`config.mk`:
```
export PLATFORM = sky130hd
export DESIGN_NAME = mem_arbiter
export DESIGN_NICKNAME = d
export VERILOG_FILES = /design/src/rtl/mem_arb_pkg.sv /design/src/rtl/mem_arbiter.sv
export SDC_FILE = /design/constraint.sdc
export NUM_CORES = 1
export LEC_CHECK = 0
export CORE_ASPECT_RATIO = 2
export CORE_MARGIN = 2
export CORE_UTILIZATION = 25
export CTS_CLUSTER_DIAMETER = 100
export CTS_CLUSTER_SIZE = 20
export DETAILED_ROUTE_END_ITERATION = 6
export PLACE_DENSITY = 0.59
export REMOVE_ABC_BUFFERS = 1
export SLEW_MARGIN = 20
export SYNTH_ARGS = -nofsm -noshare
export SYNTH_HDL_FRONTEND = slang
export SYNTH_SLANG_ARGS = --single-unit
```
`constraint.sdc`:
```
create_clock -name clk -period 2 [get_ports clk]
set_clock_uncertainty 0.05 [all_clocks]
set_input_delay 0.3 -clock clk [delete_from_list [all_inputs] [get_ports clk]]
set_output_delay 0.3 -clock clk [all_outputs]
set_load 0.05 [all_outputs]
```
`src/rtl/mem_arb_pkg.sv`:
```
// Shared widths, owner encoding and address helper for mem_arbiter.
package mem_arb_pkg;

   localparam int MEM_AW   = 32;
   localparam int MEM_DW   = 32;
   localparam int MEM_MW   = MEM_DW / 8;
   localparam int STARVE_W = 4;

   // Requester that issued the strobed read whose data returns next cycle.
   typedef enum logic [1:0] {
      OWN_NONE = 2'd0,
      OWN_IF   = 2'd1,
      OWN_LS   = 2'd2
   } owner_t;

   function automatic logic [MEM_AW-1:0] word_align(input logic [MEM_AW-1:0] addr);
      return {addr[MEM_AW-1:2], 2'b00};
   endfunction

endpackage

```
`src/rtl/mem_arbiter.sv`:
```
// Shares one synchronous single-port memory between instruction fetch and the LSU.
// Define MEM_ARB_RR_EN for round-robin; otherwise LSU has priority with a fetch starvation guard.
module mem_arbiter
   import mem_arb_pkg::*;
#(
   parameter int unsigned STARVE_LIMIT = 4
) (
   input  logic              clk,
   input  logic              resetn,

   input  logic              ifReq,
   input  logic [MEM_AW-1:0] ifAddr,
   output logic              ifGnt,
   output logic              ifRValid,
   output logic [MEM_DW-1:0] ifRData,

   input  logic              lsReq,
   input  logic [MEM_AW-1:0] lsAddr,
   input  logic              lsRstrb,
   input  logic [MEM_DW-1:0] lsWData,
   input  logic [MEM_MW-1:0] lsWMask,
   output logic              lsGnt,
   output logic              lsRValid,
   output logic [MEM_DW-1:0] lsRData,

   output logic [MEM_AW-1:0] memAddr,
   output logic              memRstrb,
   output logic [MEM_DW-1:0] memWData,
   output logic [MEM_MW-1:0] memWMask,
   input  logic [MEM_DW-1:0] memRData
);

   logic              if_win;
   logic              ls_win;
   owner_t            rd_owner;
   owner_t            rd_owner_nxt;
   logic [MEM_AW-1:0] addr_q;
   logic [MEM_DW-1:0] wdata_q;

`ifdef MEM_ARB_RR_EN
   // Set after a fetch grant, so the LSU wins the next contention.
   logic prefer_ls;

   always_comb begin
      // NOTE: every always_comb output gets a default first, so no path can infer a latch.
      if_win = ifReq;
      ls_win = lsReq;
      if (ifReq && lsReq) begin
         if_win = !prefer_ls;
         ls_win = prefer_ls;
      end
   end

   always_ff @(posedge clk or negedge resetn) begin
      if (!resetn) begin
         prefer_ls <= 1'b0;
      end else if (ifGnt) begin
         prefer_ls <= 1'b1;
      end else if (lsGnt) begin
         prefer_ls <= 1'b0;
      end
   end
`else
   localparam logic [STARVE_W-1:0] LIMIT = STARVE_W'(STARVE_LIMIT);

   logic [STARVE_W-1:0] starve_cnt;
   logic                starved;

   assign starved = (starve_cnt == LIMIT);

   always_comb begin
      // NOTE: every always_comb output gets a default first, so no path can infer a latch.
      if_win = ifReq;
      ls_win = lsReq;
      if (ifReq && lsReq) begin
         if_win = starved;
         ls_win = !starved;
      end
   end

   always_ff @(posedge clk or negedge resetn) begin
      if (!resetn) begin
         starve_cnt <= '0;
      end else if (!ifReq || ifGnt) begin
         starve_cnt <= '0;
      end else if (!starved) begin
         starve_cnt <= starve_cnt + STARVE_W'(1);
      end
   end
`endif

   // Grants are gated by reset so nothing reaches memory while resetn is low.
   assign ifGnt = resetn & if_win;
   assign lsGnt = resetn & ls_win;

   always_comb begin
      memAddr  = addr_q;
      memWData = wdata_q;
      memRstrb = 1'b0;
      memWMask = '0;
      if (ifGnt) begin
         memAddr  = word_align(ifAddr);
         memRstrb = 1'b1;
      end else if (lsGnt) begin
         memAddr  = lsAddr;
         memRstrb = lsRstrb;
         memWData = lsWData;
         memWMask = lsWMask;
      end
   end

   always_comb begin
      rd_owner_nxt = OWN_NONE;
      if (ifGnt) begin
         rd_owner_nxt = OWN_IF;
      end else if (lsGnt && lsRstrb) begin
         rd_owner_nxt = OWN_LS;
      end
   end

   always_ff @(posedge clk or negedge resetn) begin
      if (!resetn) begin
         rd_owner <= OWN_NONE;
         addr_q   <= '0;
         wdata_q  <= '0;
      end else begin
         // NOTE: sequential state uses non-blocking assignments so every register samples pre-edge values.
         rd_owner <= rd_owner_nxt;
         if (ifGnt || lsGnt) begin
            addr_q  <= memAddr;
            wdata_q <= memWData;
         end
      end
   end

   assign ifRValid = (rd_owner == OWN_IF);
   assign lsRValid = (rd_owner == OWN_LS);
   assign ifRData  = ifRValid ? memRData : '0;
   assign lsRData  = lsRValid ? memRData : '0;

`ifndef SYNTHESIS
   a_one_grant : assert property (@(posedge clk) disable iff (!resetn) !(ifGnt && lsGnt));
   a_one_valid : assert property (@(posedge clk) disable iff (!resetn) !(ifRValid && lsRValid));
`endif

endmodule

```
==> out/qor.yml <==
run_status:
  status: "finished, violations left"
  violations: "setup timing"
worst_hold_path:
  worstHoldEndpoint: "starve_cnt[0]"
  hold_path_class: "in2reg"
  hold_start: "resetn"
  whs_path_depth: 2
setup_path:
  path_max_fanout: 6
  r2r-start: "starve_cnt[0]"
  cp_slowest_cell: "dfrtp_1"
  critPathKind: "reg2out"
  path_delay_family: "buffers and inverters"
  arrival_ps: 2080
  cp-start-kind: "flip-flop"
  r2r_cells: 11
  path_buf_inv: 4
  critical_path.startpoint: "starve_cnt[0]"
  critPathMaxStageDelay_ps: 390
  worst_r2r_endpoint: "addr_q[18]"
  crit_chain: "inv_2 -> ha_4 -> nand3b_4 -> o211a_4 -> buf_12 -> buf_16 -> mux2_4 -> buf_8"
  cp.required_ps: 1650
  rrSetupSlack_ps: -120
  cp-end-kind: "output port"
global_routing:
  grt-ovfl-total: 0
  grt_usage_pct: 17.5
  grt_pass1_wl_microns: 23700
  antenna_found_initial: 0
  grt_pass1_vias: 4300
  grt_start_max_net_pins: 67
logic_synthesis:
  yosys.area_share.simple_pct: 17.1
  synth_top_family_by_area: "multiplexers"
  synth_flop_cell: "dfrtp_1"
  netlist_area_sq_um: 4080
  synth-xor-area-share_pct: 0.215
  synth-compound-area-share_pct: 17.0
  synth_fa_ha_area_share_pct: 0.613
  ys_ff_latch: 70
  avgSynthCellArea_sq_um: 11.6
  synth_mux_area_share_pct: 17.7
  synth_edf_count: 0
  ys_types: 26
  ys_warn_count: 0
  ys_seq_area_share_pct: 42.9
  async_flop_share_pct: 100
  syn_inst: 353
cts:
  ctsHtreeMaxLevel: 3
  ctsRootBufferMaster: "clkbuf_16"
  clock_sinks: 70
  clk_pin_slew_ps: 60
  cts_buffers: 9
  ctsLongestPathBuffers: 2
  worstSkewPairLatency_ps: 330
  cts_tree: "done"
floorplanning:
  core-area_sq_um: 16100
  io_pins: 274
  initial_core_util_pct: 25.3
  die-area_sq_um: 17400
  num_rows: 66
  chipWidth_microns: 94.3
  die_h_microns: 185
sta:
  setup_slack_ps: -426
  hold_viol: 0
  fin_crit_sh_pct: 121
  slew_headroom_pct: 40.9
  slew_violations: 0
  max_freq_mhz: 412
  tightest_slew_ps: 887
  rsz0062_at_grt: "yes"
  holdWs_ps: 177
  finalCriticalPeriod_ps: 2430
  setup_viol: 75
layout:
  diodes: 0
  layoutNonFillerInstCount: 865
  syn2layout_area_growth_pct: 120
  fin_util_pct: 55.6
  fin_nets: 795
  final_layout_size_suffix_gt1_share_pct: 42.2
  stdcell_area_sq_um: 8960
drt:
  wl_per_cell_microns: 18.0
  drt.antenna.violating_nets: 0
  initialDrtViolationCount: 78
  drc: 0
  wirelength_microns: 15600
  vias_per_cell: 4.83
  vias: 4182
  first_pass_iters: 4
place:
  portBuffers: 271
  dpl_cell_area_sq_um: 8160
  hpwl_microns: 11100
  dpl.cell_count: 827
  place_congestion: 0.772
job:
  maxCapViolations: 0
pwr:
  p_per_area_nw_per_um2: 663
  p_leak_uw: 0.00380
  ir_drop_mv: 0.492
==> cells by family (layout without fill, tap and decap cells) <==
| logic type | Yosys count | in the layout |
|---|---|---|
| and+or+nand+nor | 111 | 111 |
| AOI/OAI and AO/OA | 72 | 72 |
| DFF | 70 | 70 |
| muxes | 64 | 64 |
| buffers and inverters | 33 | 341 |
| adders and majority gates | 2 | 2 |
| xor gates and xnor gates | 1 | 1 |
==> flip-flops by register name, indices dropped and copies added (netlist names) <==
register,cells
addr_q,32
rd_owner,2
wdata_q,32
starve_cnt,4
==> per-layer routing <==
layer	GRT usage, %	routed length [microns]
met5	0	0
met1	19.8	5730
met4	4.64	206
met3	7.93	2140
met2	29.5	7490
==> area by class of cell <==
type	count	area (sq um)
Tap cell	204	255
Timing Repair Buffer	322	4480
Clock buffer	9	225
Clock inverter	7	47.5
Multi-Input combinational cell	250	2190
Inverter	3	11.3
Fill cell	1367	7140
Sequential cell	70	1750
==> cells in the final DEF, fill, tap and decap left out, types with 2 or more instances in the layout <==
master	count
buf_8	3
and2_4	4
a22o_1	4
and2_1	95
buf_6	34
clkdlybuf4s50_1	133
nor2b_1	2
inv_6	2
dfrtp_1	70
mux2_2	63
buf_16	4
bufbuf_16	3
a221o_1	60
buf_4	31
inv_2	2
nand2b_1	2
buf_12	112
nand3_1	3
clkinvlp_4	2
clkbuf_16	10
clkinv_2	3
==> worst max-delay path by stage <==
stage	end	cells past startpoint	slack (ps)
global route	memWData[2]	8	-510
detailed placement	memAddr[5]	6	-270
finish	memWData[2]	8	-430
global placement	memAddr[15]	6	-280
CTS	memWData[2]	8	-430
floorplan	memAddr[10]	5	-2480
==> Yosys cell counts, types with 3 or more instances <==
cell type   n  area [sq um]
dfrtp_1    70          1750
buf_2       8          40.0
nand3_1     3          15.0
mux2_2     64           721
buf_6       6          67.6
a22o_1      4          35.0
and2_1     99           619
clkbuf_1   16          60.1
inv_1       3          11.3
a221o_1    60           601
==> stage by stage <==
stage                     TNS [ps]  setup slack [ps]  total power, uW
after floorplan            -341400             -2480             3050
after global placement      -17100              -278             4270
after detailed placement    -16420              -267             4300
after CTS                   -27040              -428             6000
after global routing        -34310              -508             6220
final                       -27180              -426             5940
==> power by group <==
| part | internal [uW] | switching, uW |
|---|---|---|
| Sequential | 1600 | 65.2 |
| Clock | 841 | 635 |
| Combinational | 1390 | 1410 |
==> timing repair <==
action / CTS / global route
resized for setup: 48 / 5
cloned: 7 / 1
hold buffers: 1 / 0
setup buffers: 7 / 6
pin swaps: 2 / 13
endpoints found under the setup margin: 71 / 77
hold endpoints to repair: 4 / 0
No activity file was read; power rests on OpenSTA's default activity.
